File: config.mk
export PLATFORM = sky130hd
export DESIGN_NAME = mvb_frame_buffer
export DESIGN_NICKNAME = d
export VERILOG_FILES = /design/src/rtl/mvb_pkg.sv /design/src/rtl/mvb_word_ram.sv /design/src/rtl/mvb_frame_buffer.sv
export SDC_FILE = /design/constraint.sdc
export NUM_CORES = 1
export LEC_CHECK = 0
export ABC_AREA = 1
export BUFFER_PORTS_ARGS = -buffer_cell sky130_fd_sc_hd__buf_2
export CAP_MARGIN = 20
export CORE_MARGIN = 2
export CORE_UTILIZATION = 40
export CTS_CLUSTER_DIAMETER = 200
export DETAILED_ROUTE_END_ITERATION = 8
export PLACE_DENSITY_LB_ADDON = 0.05
export SLEW_MARGIN = 5
export SYNTH_ARGS = -nofsm -noshare
export SYNTH_HDL_FRONTEND = slang
export SYNTH_SLANG_ARGS = --single-unit
File: constraint.sdc
create_clock -name clk_3M -period 6.2 [get_ports clk_3M]
set_clock_uncertainty 0.15 [all_clocks]
set_input_delay 1.86 -clock clk_3M [delete_from_list [all_inputs] [get_ports clk_3M]]
set_output_delay 1.86 -clock clk_3M [all_outputs]
set_load 0.005 [all_outputs]
File: src/rtl/mvb_pkg.sv
// Shared MVB definitions: frame-buffer state encoding and word/frame constants.
package mvb_pkg;

  localparam int MVB_WORD_W      = 16;
  localparam int MVB_MAX_WORDS   = 16;
  localparam int MVB_WORD_CYCLES = 16;

  typedef enum logic [1:0] {
    ST_IDLE    = 2'd0,
    ST_COLLECT = 2'd1,
    ST_HOLD    = 2'd2,
    ST_READOUT = 2'd3
  } mvb_state_t;

endpackage

File: src/rtl/mvb_word_ram.sv
// Frame word store: one synchronous write port, one registered read port.
// Contents are not reset; only the read register is cleared by reset.
module mvb_word_ram #(
  parameter int DEPTH = 16,
  parameter int W     = 16,
  parameter int AW    = $clog2(DEPTH)
) (
  input  logic          clk_3M,
  input  logic          rst,
  input  logic          we,
  input  logic [AW-1:0] waddr,
  input  logic [W-1:0]  wdata,
  input  logic          re,
  input  logic [AW-1:0] raddr,
  output logic [W-1:0]  rdata
);

  logic [W-1:0] mem [DEPTH];

  // Store an incoming word at the write address.
  always_ff @(posedge clk_3M) begin
    if (we) mem[waddr] <= wdata;
  end

  // Registered read: data appears the cycle after re, and holds otherwise.
  always_ff @(posedge clk_3M) begin
    if (!rst)    rdata <= '0;
    else if (re) rdata <= mem[raddr];
  end

endmodule

File: src/rtl/mvb_frame_buffer.sv
// Groups deserialized MVB words into a frame (closed by an inter-word idle
// timeout), holds one frame, and serves it one word per rd_en request.
//
// Read port handshake: rd_en is a request with no back-pressure. Each rd_en
// sampled while a frame is held and unread words remain returns exactly one
// word on the next cycle with rd_valid=1; rd_last accompanies the final word.
// rd_en=0 stalls the readout. Requests at any other time are ignored.
module mvb_frame_buffer
  import mvb_pkg::*;
#(
  parameter int MAX_WORDS    = MVB_MAX_WORDS,
  parameter int IDLE_TIMEOUT = 48,
  parameter int LEN_W        = 5
) (
  input  logic                  clk_3M,
  input  logic                  rst,
  input  logic [MVB_WORD_W-1:0] word_in,
  input  logic                  word_valid,
  output logic                  frame_ready,
  output logic [LEN_W-1:0]      frame_len,
  output logic                  frame_ovf,
  input  logic                  rd_en,
  output logic [MVB_WORD_W-1:0] rd_data,
  output logic                  rd_valid,
  output logic                  rd_last,
  output logic                  frame_drop,
  output mvb_state_t            dbg_state
);

  localparam int AW = $clog2(MAX_WORDS);
  localparam int TW = $clog2(IDLE_TIMEOUT);
  localparam logic [LEN_W-1:0] MAX_L    = LEN_W'(MAX_WORDS);
  localparam logic [TW-1:0]    TMO_LAST = TW'(IDLE_TIMEOUT - 1);

  mvb_state_t       state_q;
  logic [LEN_W-1:0] wr_ptr;
  logic [LEN_W-1:0] rd_ptr;
  logic [TW-1:0]    tmo;
  logic             ovf_flag;

  logic                  ram_we;
  logic [AW-1:0]         ram_waddr;
  logic                  ram_re;
  logic [AW-1:0]         ram_raddr;
  logic                  rd_is_last;

  assign dbg_state  = state_q;
  assign rd_is_last = (rd_ptr == frame_len - 1'b1);

  // RAM port requests derived from the current state and inputs.
  always_comb begin
    ram_we    = 1'b0;
    ram_waddr = wr_ptr[AW-1:0];
    ram_re    = 1'b0;
    ram_raddr = rd_ptr[AW-1:0];
    case (state_q)
      ST_IDLE: begin
        if (word_valid) begin
          ram_we    = 1'b1;
          ram_waddr = '0;
        end
      end
      ST_COLLECT: begin
        if (word_valid && (wr_ptr < MAX_L)) ram_we = 1'b1;
      end
      ST_HOLD, ST_READOUT: begin
        if (rd_en && (rd_ptr < frame_len)) ram_re = 1'b1;
      end
      default: ;
    endcase
  end

  // Frame FSM with pointers, idle timer, flags and registered outputs.
  always_ff @(posedge clk_3M) begin
    if (!rst) begin
      state_q     <= ST_IDLE;
      wr_ptr      <= '0;
      rd_ptr      <= '0;
      tmo         <= '0;
      ovf_flag    <= 1'b0;
      frame_ready <= 1'b0;
      frame_len   <= '0;
      frame_ovf   <= 1'b0;
      rd_valid    <= 1'b0;
      rd_last     <= 1'b0;
      frame_drop  <= 1'b0;
    end else begin
      rd_valid   <= 1'b0;
      rd_last    <= 1'b0;
      frame_drop <= 1'b0;
      case (state_q)
        ST_IDLE: begin
          if (word_valid) begin
            wr_ptr   <= LEN_W'(1);
            tmo      <= '0;
            ovf_flag <= 1'b0;
            state_q  <= ST_COLLECT;
          end
        end
        ST_COLLECT: begin
          // A word arriving on the expiry cycle keeps the frame open.
          if (word_valid) begin
            if (wr_ptr < MAX_L) wr_ptr <= wr_ptr + 1'b1;
            else                ovf_flag <= 1'b1;
            tmo <= '0;
          end else if (tmo == TMO_LAST) begin
            state_q     <= ST_HOLD;
            frame_ready <= 1'b1;
            frame_len   <= wr_ptr;
            frame_ovf   <= ovf_flag;
            rd_ptr      <= '0;
          end else begin
            tmo <= tmo + 1'b1;
          end
        end
        ST_HOLD, ST_READOUT: begin
          // Only one frame fits; anything arriving now is discarded.
          if (word_valid) frame_drop <= 1'b1;
          if (ram_re) begin
            rd_valid <= 1'b1;
            rd_last  <= rd_is_last;
            rd_ptr   <= rd_ptr + 1'b1;
            if (rd_is_last) begin
              state_q     <= ST_IDLE;
              frame_ready <= 1'b0;
              frame_len   <= '0;
              frame_ovf   <= 1'b0;
            end else begin
              state_q <= ST_READOUT;
            end
          end
        end
        default: state_q <= ST_IDLE;
      endcase
    end
  end

  mvb_word_ram #(
    .DEPTH (MAX_WORDS),
    .W     (MVB_WORD_W),
    .AW    (AW)
  ) u_ram (
    .clk_3M (clk_3M),
    .rst    (rst),
    .we     (ram_we),
    .waddr  (ram_waddr),
    .wdata  (word_in),
    .re     (ram_re),
    .raddr  (ram_raddr),
    .rdata  (rd_data)
  );

endmodule

[Word-level counts from Yosys, hierarchy flattened]
Memories as Yosys holds them, arrays and structs flattened. A register that Yosys moved wholly into a read port is not among the register bits.
Cells that the tools add are included.
Widths: inputs -> output; s select.
Word-level totals
  register bits after elaboration: 29
  memory bits (writable): 256
  bits of input ports: 20
  memories: 1
Memories
  u_ram.mem: depth 16, width 16, read ports 1, clocked after Yosys merged registers in 1, write ports 1, RTL line mvb_word_ram.sv:18  | logic [W-1:0] mem [DEPTH];
Cells by class
  add/subtract/negate cells: 4
  magnitude comparators: 2
  eq/ne operators: 14
  multiplexer cells: 45
  reduce and logical (&&, ||, !) cells: 15
Operators by type and width (count)
  $mux 5: 10
  $pmux 5 s2: 3
  $mux 6: 3
  $mux 1: 16
  $ne 2x2->1 const B: 8
  $reduce_and 4->1: 4
  $pmux 6 s2: 1
  $add 5x1->5 const B: 2
  $mux 2: 5
  $mux 4: 2
  $pmux 1 s2: 4
  $add 6x1->6 const B: 1
  $eq 6x6->1 const B: 1
  $pmux 2 s3: 1
  $reduce_and 3->1: 2
  $eq 5x5->1: 1
  $lt 5x5->1: 1
  $lt 5x5->1 const B: 1
  $reduce_and 5->1: 1
  $sub 5x1->5 const B: 1
  $eq 2x2->1 const B: 2
  $reduce_bool 2->1: 2
  $ne 3x3->1 const B: 1
  $eq 2x1->1 const B: 1
  other kinds (5): 6

[Longest topological paths before layout]
Gate-level depths: netlist (run 1).
  depth in word-level cells: 6
  gate-level depth with buffers: 14
  depth with buffers taken out: 13

[Cells and area by module]
Synthesis (run 1) repeated with hierarchy kept, for this count alone.
Second synthesis, totals
  cells, all modules: 1193
  area total of the unflattened synthesis: 12662.1 um^2
By module, submodules not included
  mvb_word_ram: instances 1, cells each 951, area an instance 11038.1 um^2, sequential area each 8007.7 um^2
  mvb_frame_buffer: instances 1, cells each 242, area an instance 1624.1 um^2, sequential area each 580.6 um^2

[Least setup slack after synthesis (run 1)]
No wires, ideal clock.
  path kind: in2reg
  start point: input word_valid
  end point: memory u_ram.mem[13][0] (enable)
  arrival time: 3.239 ns
  path slack: 2.423 ns
  cell stages on the path: 8
  cells stage by stage: inv_1 nor2_1 nand2_1 nor2_2 nor2_1 inv_2 nand3_1 nor2_1
Between the ends
  longest elaborated chain between the ends: 5
  elaborated cells on any way between the ends: 8
  classes of those cells: mux (7); reduce/logical (1)
Ends and longest elaborated chain
  start: declaration: RTL line mvb_frame_buffer.sv:18  | input logic word_valid,
  $logic_and 1x1->1: RTL line mvb_frame_buffer.sv:64  | if (word_valid && (wr_ptr < MAX_L)) ram_we = 1'b1;
  $mux 1: RTL line mvb_frame_buffer.sv:64
  $pmux 1 s2: RTL line mvb_frame_buffer.sv:56  | case (state_q)
  $mux 1: RTL line mvb_word_ram.sv:22  | if (we) mem[waddr] <= wdata;
  $mux 1 (implied by the code): RTL line mvb_word_ram.sv:22
  end: declaration: RTL line mvb_word_ram.sv:18
Parallel ways exist; a longest one is shown, timed or not.

[Worst setup path in the final report (run 1)]
  start point: input word_valid
  end point: memory u_ram.mem[14][6] (enable)
The elaborated chain is that of the path after synthesis.

==> results.py, run 1 <==
metrics = {
    "run_status": {
        "status": "finished, final reports clean",
    },
    "synth": {
        "syn_nets": 1140,
        "synth_xor_area_share_pct": 0.212,
        "muxShareOfSynthArea_pct": 0,
        "synth-async-reset-ratio_pct": 0,
        "yosysWarningCount": 0,
        "synth_compound_area_share_pct": 10.2,
        "synthSimpleGateAreaFrac_pct": 14.5,
        "synthCells": 1111,
        "seq_area_frac_synth_pct": 69.4,
        "synth-seq-cells": 301,
        "synth_top_family_by_area": "simple AND/OR/NAND/NOR gates",
        "synth.distinct_cells": 29,
        "synthesis.area_sq_um": 12400,
        "synthAdderAreaFrac_pct": 0.910,
        "synth_flop_cell": "edfxtp_1",
        "syn_area_per_cell_sq_um": 11.1,
        "synth_edf_count": 256,
    },
    "route": {
        "wl_met2_microns": 15100,
        "wl_met1_microns": 16000,
        "wl_met3_microns": 1580,
        "first_pass_iters": 5,
        "ant_nets": 0,
        "drcViolationCount": 0,
        "drt_iter0_drc": 605,
        "wl_microns": 33400,
        "routed.top_layer": "met4",
        "vias": 8209,
        "vias_per_cell": 5.24,
        "wl_per_cell_microns": 21.3,
    },
    "worst_setup_path": {
        "max_stage_delay_ns": 0.82,
        "endpoint": "u_ram.mem[14][6]$_DFFE_PP_",
        "path_max_fanout": 16,
        "critical_path.top_delay_family": "simple AND/OR/NAND/NOR gates",
        "crit_arrival_ns": 3.83,
        "rrSetupSlack_ns": 2.98,
        "path_depth": 9,
        "worstPathRequired_ns": 6.17,
        "r2r.worst_path.cells": 10,
        "cp-startpoint": "word_valid",
        "reg2reg_from": "rd_ptr[0]$_SDFFE_PN0P_",
        "crit_chain": "buf_2 -> inv_1 -> nor2_1 -> nand2_1 -> nor2_2 -> nor2_1 -> inv_2 -> nand3_1 -> nor2_2",
        "start_kind": "input port",
        "crit_buf_inv": 3,
        "end_kind": "flop",
        "crit_type": "in2reg",
        "critical_path.slowest_cell": "nor2_2",
        "reg2reg_to": "u_ram.rdata[7]$_SDFFE_PN0P_",
    },
    "die": {
        "die_w_microns": 180,
        "core_area_sq_um": 30500,
        "die-area_sq_um": 32300,
        "fp.dieH_microns": 180,
        "rows": 64,
        "ioPinCount": 48,
        "start_util_pct": 40.5,
    },
    "power_and_ir_drop": {
        "max-vdd-ir-drop_v": 0.000233,
        "power_leakage_uw": 0.00491,
        "p_per_area_nw_per_um2": 331,
        "power_uw": 4610,
    },
    "timing": {
        "worst_slew_pin_slew_ns": 1.02,
        "final.setup.tns_ns": 0,
        "max-slew-margin-rel_pct": 32.1,
        "min_period_ns": 3.87,
        "slew_viol_final": 0,
        "fin_ws_ns": 2.33,
        "fin_crit_sh_pct": 62.3,
        "hold_slack_ns": 0.300,
        "setup_viol": 0,
        "hold_violations": 0,
        "fmax_ghz": 0.259,
        "rsz0062_at_grt": "no",
    },
    "grt": {
        "antenna_found_initial": 1,
        "grt_pass1_wl_microns": 49800,
        "grtUsageTotal_pct": 20.5,
        "grt-ovfl-total": 0,
        "grt_max_degree": 89,
        "first_global_vias": 7912,
    },
    "layout": {
        "final_core_util_pct": 45.7,
        "fill_cells": 2888,
        "drive_above_1_share_pct": 11.2,
        "area_growth_pct": 12.8,
        "num-nets-final": 1174,
    },
    "place": {
        "portBuffers": 47,
        "pre_cts_slack_ns": 1.82,
        "dp_hpwl_microns": 19700,
        "gp_congestion": 0.799,
    },
    "clock_network": {
        "clockRootBuffer": "clkbuf_16",
        "cts_sinks": 301,
        "tritoncts": "done",
        "path_clk_slew_ns": 0.06,
        "cts_buffer_depth": 3,
        "htree_levels": 2,
        "clkLatencyLatePin_ns": 0.51,
        "postCtsSetupBuffers": 0,
        "numCtsBuffers": 35,
        "ctsHoldBuffers": 0,
        "ctsResizeCount": 0,
    },
    "worst_hold_path": {
        "hp-class": "reg2reg",
        "holdCritStartpoint": "ovf_flag$_SDFFE_PN0P_",
    },
    "run": {
        "cap_violations": 0,
    },
}
where the power goes:
part           internal (uW)  switching, uW
Sequential              2270           33.1
Clock                   1210            779
Combinational           79.3            248
per-stage QoR:
stage                     cells  cell area [sq um]
after floorplan            1111              12400
after global placement     1504              12800
after detailed placement   1504              12800
after CTS                  1566              13900
after global routing       1566              13900
final                      1567              13900
area by class of cell:
cell class | instances | area (sq um) | area share (%)
Tap cell | 396 | 495 | 3.55
Inverter | 59 | 224 | 1.61
Timing Repair Buffer | 53 | 280 | 2.01
Multi-Input combinational cell | 695 | 3240 | 23.2
Clock buffer | 52 | 1010 | 7.24
Antenna cell | 1 | 2.50 | 0.0179
Sequential cell | 301 | 8600 | 61.6
Clock inverter | 10 | 100 | 0.718
flip-flops by register name, indices dropped and copies added, names as in the netlist:
register,flops
rd_ptr,5
u_ram.rdata,16
frame_len,5
u_ram.mem,256
frame_drop,1
frame_ready,1
frame_ovf,1
tmo,6
dbg_state,2
wr_ptr,5
rd_valid,1
ovf_flag,1
rd_last,1
synth_stat cells (14+ instances only):
| library cell | number | area (sq um) |
|---|---|---|
| nor2_1 | 266 | 998 |
| o211ai_1 | 32 | 240 |
| a21oi_1 | 28 | 140 |
| edfxtp_1 | 256 | 7690 |
| nand2_1 | 127 | 477 |
| dfxtp_1 | 45 | 901 |
| buf_2 | 18 | 90.1 |
| buf_6 | 14 | 158 |
| inv_1 | 52 | 195 |
| nand3_1 | 22 | 110 |
| o21ai_0 | 117 | 586 |
| clkbuf_1 | 16 | 60.1 |
| o21ai_1 | 56 | 280 |
how the worst min path moves through the flow:
stage                            endpoint  slack (ns)  depth (start not counted)
finish              ovf_flag$_SDFFE_PN0P_        0.30                          2
global route        ovf_flag$_SDFFE_PN0P_        0.32                          2
CTS                 ovf_flag$_SDFFE_PN0P_        0.30                          2
detailed placement  ovf_flag$_SDFFE_PN0P_        0.29                          2
global placement    ovf_flag$_SDFFE_PN0P_        0.29                          2
floorplan           ovf_flag$_SDFFE_PN0P_        0.28                          2
worst register-to-register path, stage by stage (launching register included):
cell	delay, ns
dfxtp_4	0.59
inv_4	0.48
ha_1	0.23
inv_1	0.04
nand4_1	0.08
nand4_1	0.22
nor2_4	0.80
buf_4	0.33
nand4_1	0.10
nand2_1	0.07
inv_1	0.03
layout by cell type, fill, tap and decap left out, drive strengths merged:
master and count:
inv 58, o21ai 174, o211ai 32, diode 1
clkbuf 52, nand3b 7, buf 53, xor2 3
nor3 7, a21oi 28, ha 9, a22oi 1
nor2 269, nand2 128, nand3 23, bufinv 2
or2 1, nand4 13, clkinv 9, dfxtp 45
edfxtp 256
cell families (layout without fill, tap and decap cells):
| logic type | after synthesis | in the layout |
|---|---|---|
| buffers and inverters | 115 | 174 |
| other | 0 | 1 |
| adder cells (fa/ha/maj) | 9 | 9 |
| AO/OA/AOI/OAI | 235 | 235 |
| flip-flops | 301 | 301 |
| AND/OR/NAND/NOR | 448 | 448 |
| XOR/XNOR | 3 | 3 |
layer usage:
| metal | GRT usage, % | vias up |
|---|---|---|
| met5 | 0 | - |
| met4 | 5.82 | 0 |
| met3 | 2.63 | 45 |
| met2 | 31.4 | 181 |
| met1 | 30.7 | 4056 |
| li1 | - | 3927 |
Power figures use the tool's default switching activity.
==> run 2: changes to the inputs <==
--- a/config.mk
+++ b/config.mk
@@ -5,7 +5,7 @@
 export SDC_FILE = /design/constraint.sdc
 export NUM_CORES = 1
 export LEC_CHECK = 0
-export ABC_AREA = 1
+export ABC_AREA = 0
 export BUFFER_PORTS_ARGS = -buffer_cell sky130_fd_sc_hd__buf_2
 export CAP_MARGIN = 20
 export CORE_MARGIN = 2
==> constraint.sdc (replaced) <==
create_clock -name clk_3M -period 3.6 [get_ports clk_3M]
set_clock_uncertainty 0.15 [all_clocks]
set_input_delay 1.08 -clock clk_3M [delete_from_list [all_inputs] [get_ports clk_3M]]
set_output_delay 1.08 -clock clk_3M [all_outputs]
set_load 0.005 [all_outputs]
==> results.py, run 2 <==
metrics = {
    "clock_network": {
        "tritoncts": "done",
        "clkLatencyLatePin_ns": 0.50,
        "path_clk_slew_ns": 0.06,
        "htree_levels": 2,
        "cts_buffer_depth": 3,
        "numCtsBuffers": 34,
        "postCtsSetupBuffers": 0,
        "ctsHoldBuffers": 0,
        "cts_sinks": 301,
        "ctsResizeCount": 0,
        "clockRootBuffer": "clkbuf_16",
    },
    "timing": {
        "fin_crit_sh_pct": 73.1,
        "worst_slew_pin_slew_ns": 0.950,
        "setup_viol": 0,
        "max-slew-margin-rel_pct": 36.6,
        "rsz0062_at_grt": "no",
        "fin_ws_ns": 0.970,
        "final.setup.tns_ns": 0,
        "hold_violations": 0,
        "min_period_ns": 2.63,
        "hold_slack_ns": 0.316,
        "fmax_ghz": 0.380,
        "slew_viol_final": 0,
    },
    "worst_hold_path": {
        "hp-class": "reg2reg",
        "holdCritStartpoint": "u_ram.rdata[15]$_SDFFE_PN0P_",
        "min_to": "u_ram.rdata[15]$_SDFFE_PN0P_",
        "hold_depth": 2,
    },
    "worst_setup_path": {
        "r2r.worst_path.cells": 5,
        "path_max_fanout": 24,
        "start_kind": "flop",
        "rrSetupSlack_ns": 0.97,
        "reg2reg_from": "rd_ptr[1]$_SDFFE_PN0P_",
        "crit_chain": "ha_1 -> nor2b_1 -> o2111ai_1 -> nand4_4 -> o22ai_1",
        "worstPathRequired_ns": 3.87,
        "end_kind": "flop",
        "critical_path.slowest_cell": "dfxtp_4",
        "reg2reg_to": "u_ram.rdata[8]$_SDFFE_PN0P_",
        "crit_arrival_ns": 2.90,
        "crit_type": "reg2reg",
        "max_stage_delay_ns": 0.63,
    },
    "route": {
        "vias": 7160,
        "drcViolationCount": 0,
        "drt_iter0_drc": 649,
        "first_pass_iters": 5,
        "ant_nets": 0,
        "vias_per_cell": 5.59,
        "wl_per_cell_microns": 23.9,
        "wl_microns": 30700,
    },
    "synth": {
        "synth_top_area_cell": "edfxtp_1",
        "synth_xor_area_share_pct": 0.415,
        "synth-async-reset-ratio_pct": 0,
        "seq_area_frac_synth_pct": 69.5,
        "synth_flop_cell": "edfxtp_1",
        "synth_top_area_share_pct": 62.2,
        "synth-seq-cells": 301,
        "synth.distinct_cells": 63,
        "synthSimpleGateAreaFrac_pct": 6.95,
        "syn_area_per_cell_sq_um": 15.6,
        "yosysWarningCount": 0,
        "yosys.cell_count.top_type": "edfxtp_1",
        "synthesis.area_sq_um": 12400,
        "synth_edf_count": 256,
        "synthCells": 791,
        "muxShareOfSynthArea_pct": 10.7,
        "synth_common_cells": "edfxtp_1, mux2i_1, a22oi_1",
        "synth_top_family_by_area": "multiplexers",
        "syn_nets": 820,
        "netlist_top_cells_area": "edfxtp_1, mux2i_1, dfxtp_1",
        "synthAdderAreaFrac_pct": 0.911,
        "synth_compound_area_share_pct": 8.78,
    },
    "grt": {
        "grtUsageTotal_pct": 18.7,
        "grt-ovfl-total": 0,
        "first_global_vias": 7116,
        "antenna_found_initial": 0,
        "grt_max_degree": 30,
        "grt_pass1_wl_microns": 45300,
    },
    "place": {
        "gp_congestion": 0.753,
        "pre_cts_slack_ns": 0.593,
        "dpl.cell_count": 1221,
        "portBuffers": 47,
        "dp_hpwl_microns": 19200,
    },
    "power_and_ir_drop": {
        "p_per_area_nw_per_um2": 499,
        "max-vdd-ir-drop_v": 0.000317,
        "power_leakage_uw": 0.00445,
    },
    "layout": {
        "reg_top3": "u_ram.mem (256), u_ram.rdata (16), tmo (6)",
        "final_core_util_pct": 46.4,
        "final_cells": 1282,
        "largest_reg_flops": 256,
        "fill_cells": 2642,
        "final_common_cell": "edfxtp_1",
        "num_antenna_cells": 0,
        "largest-register": "u_ram.mem",
        "seq_area_sq_um": 8590,
        "drive_above_1_share_pct": 19.1,
        "area_growth_pct": 14.6,
        "multi_input_area_sq_um": 3480,
        "num-nets-final": 890,
        "most-common-layout-cells": "edfxtp_1, mux2i_1, a22oi_1",
    },
    "die": {
        "core_area_sq_um": 30500,
        "fp.dieH_microns": 180,
        "die_w_microns": 180,
        "die-area_sq_um": 32300,
        "start_util_pct": 40.5,
        "ioPinCount": 48,
        "rows": 64,
    },
    "run": {
        "cap_violations": 0,
    },
    "run_status": {
        "status": "finished, final reports clean",
    },
}
## run 2: cell count changes in the layout (fill, tap and decap cells not counted), sizes merged, moves of 47 or more
cell	before	now
nor2	269	20
o21ai	174	9
mux2i	0	132
nand2	128	36
a22oi	1	65
inv	58	11
## run 2: worst max path at each step
stage | start | end | slack, ns | cells after the start
after floorplan | word_valid | u_ram.mem[12][0]$_DFFE_PP_ | 0.55 | 3
after global placement | word_valid | u_ram.mem[4][8]$_DFFE_PP_ | 0.38 | 4
after detailed placement | word_valid | u_ram.mem[2][1]$_DFFE_PP_ | 0.59 | 7
after CTS | rd_ptr[1]$_SDFFE_PN0P_ | u_ram.rdata[8]$_SDFFE_PN0P_ | 0.96 | 5
after global routing | rd_ptr[1]$_SDFFE_PN0P_ | u_ram.rdata[4]$_SDFFE_PN0P_ | 0.87 | 5
final | rd_ptr[1]$_SDFFE_PN0P_ | u_ram.rdata[8]$_SDFFE_PN0P_ | 0.97 | 5
## run 2: layout make-up
type                            instances  share of cell area (%)
Sequential cell                       301                    60.6
Multi-Input combinational cell        429                    24.6
Clock buffer                           45                    6.52
Timing Repair Buffer                   85                    3.96
Tap cell                              396                    3.50
Clock inverter                         16                   0.547
Inverter                               10                   0.265
## run 2: per-stage QoR
| step | total power [uW] | area [sq um] |
|---|---|---|
| floorplan | 3960 | 12400 |
| global placement | 4040 | 13100 |
| detailed placement | 4040 | 13200 |
| CTS | 7160 | 14200 |
| global route | 7310 | 14200 |
| finish | 7080 | 14200 |
## run 2: kinds of logic (layout without fill, tap and decap cells)
logic type / count (synthesis) / count (layout)
AOI/OAI and AO/OA: 140 / 140
xor gates and xnor gates: 5 / 5
adders and majority gates: 9 / 9
buffers and inverters: 61 / 156
and+or+nand+nor: 143 / 143
muxes: 132 / 132
DFF: 301 / 301
## run 2: power breakdown
group | internal, uW | leakage [uW] | switching, uW
Clock | 1800 | 0.000484 | 1300
Combinational | 43.7 | 0.00129 | 113
Sequential | 3800 | 0.00268 | 13.4
Total | 5650 | 0.00445 | 1430
## run 2: critical path: cells and delay by family, from the launching register on
kind | cells | cell delay [ns]
AND/OR/NAND/NOR | 2 | 0.63
adder cells (fa/ha/maj) | 1 | 0.32
flip-flops | 1 | 0.63
AO/OA/AOI/OAI | 2 | 0.80
## run 2: layer usage
metal | track usage (%) | part of all wire [%] | up-vias
met4 | 4.91 | 2.0 | 0
met5 | 0 | 0 | -
met3 | 3.26 | 4.5 | 48
met1 | 26.1 | 46 | 3641
met2 | 30.3 | 48 | 189
li1 | - | - | 3282
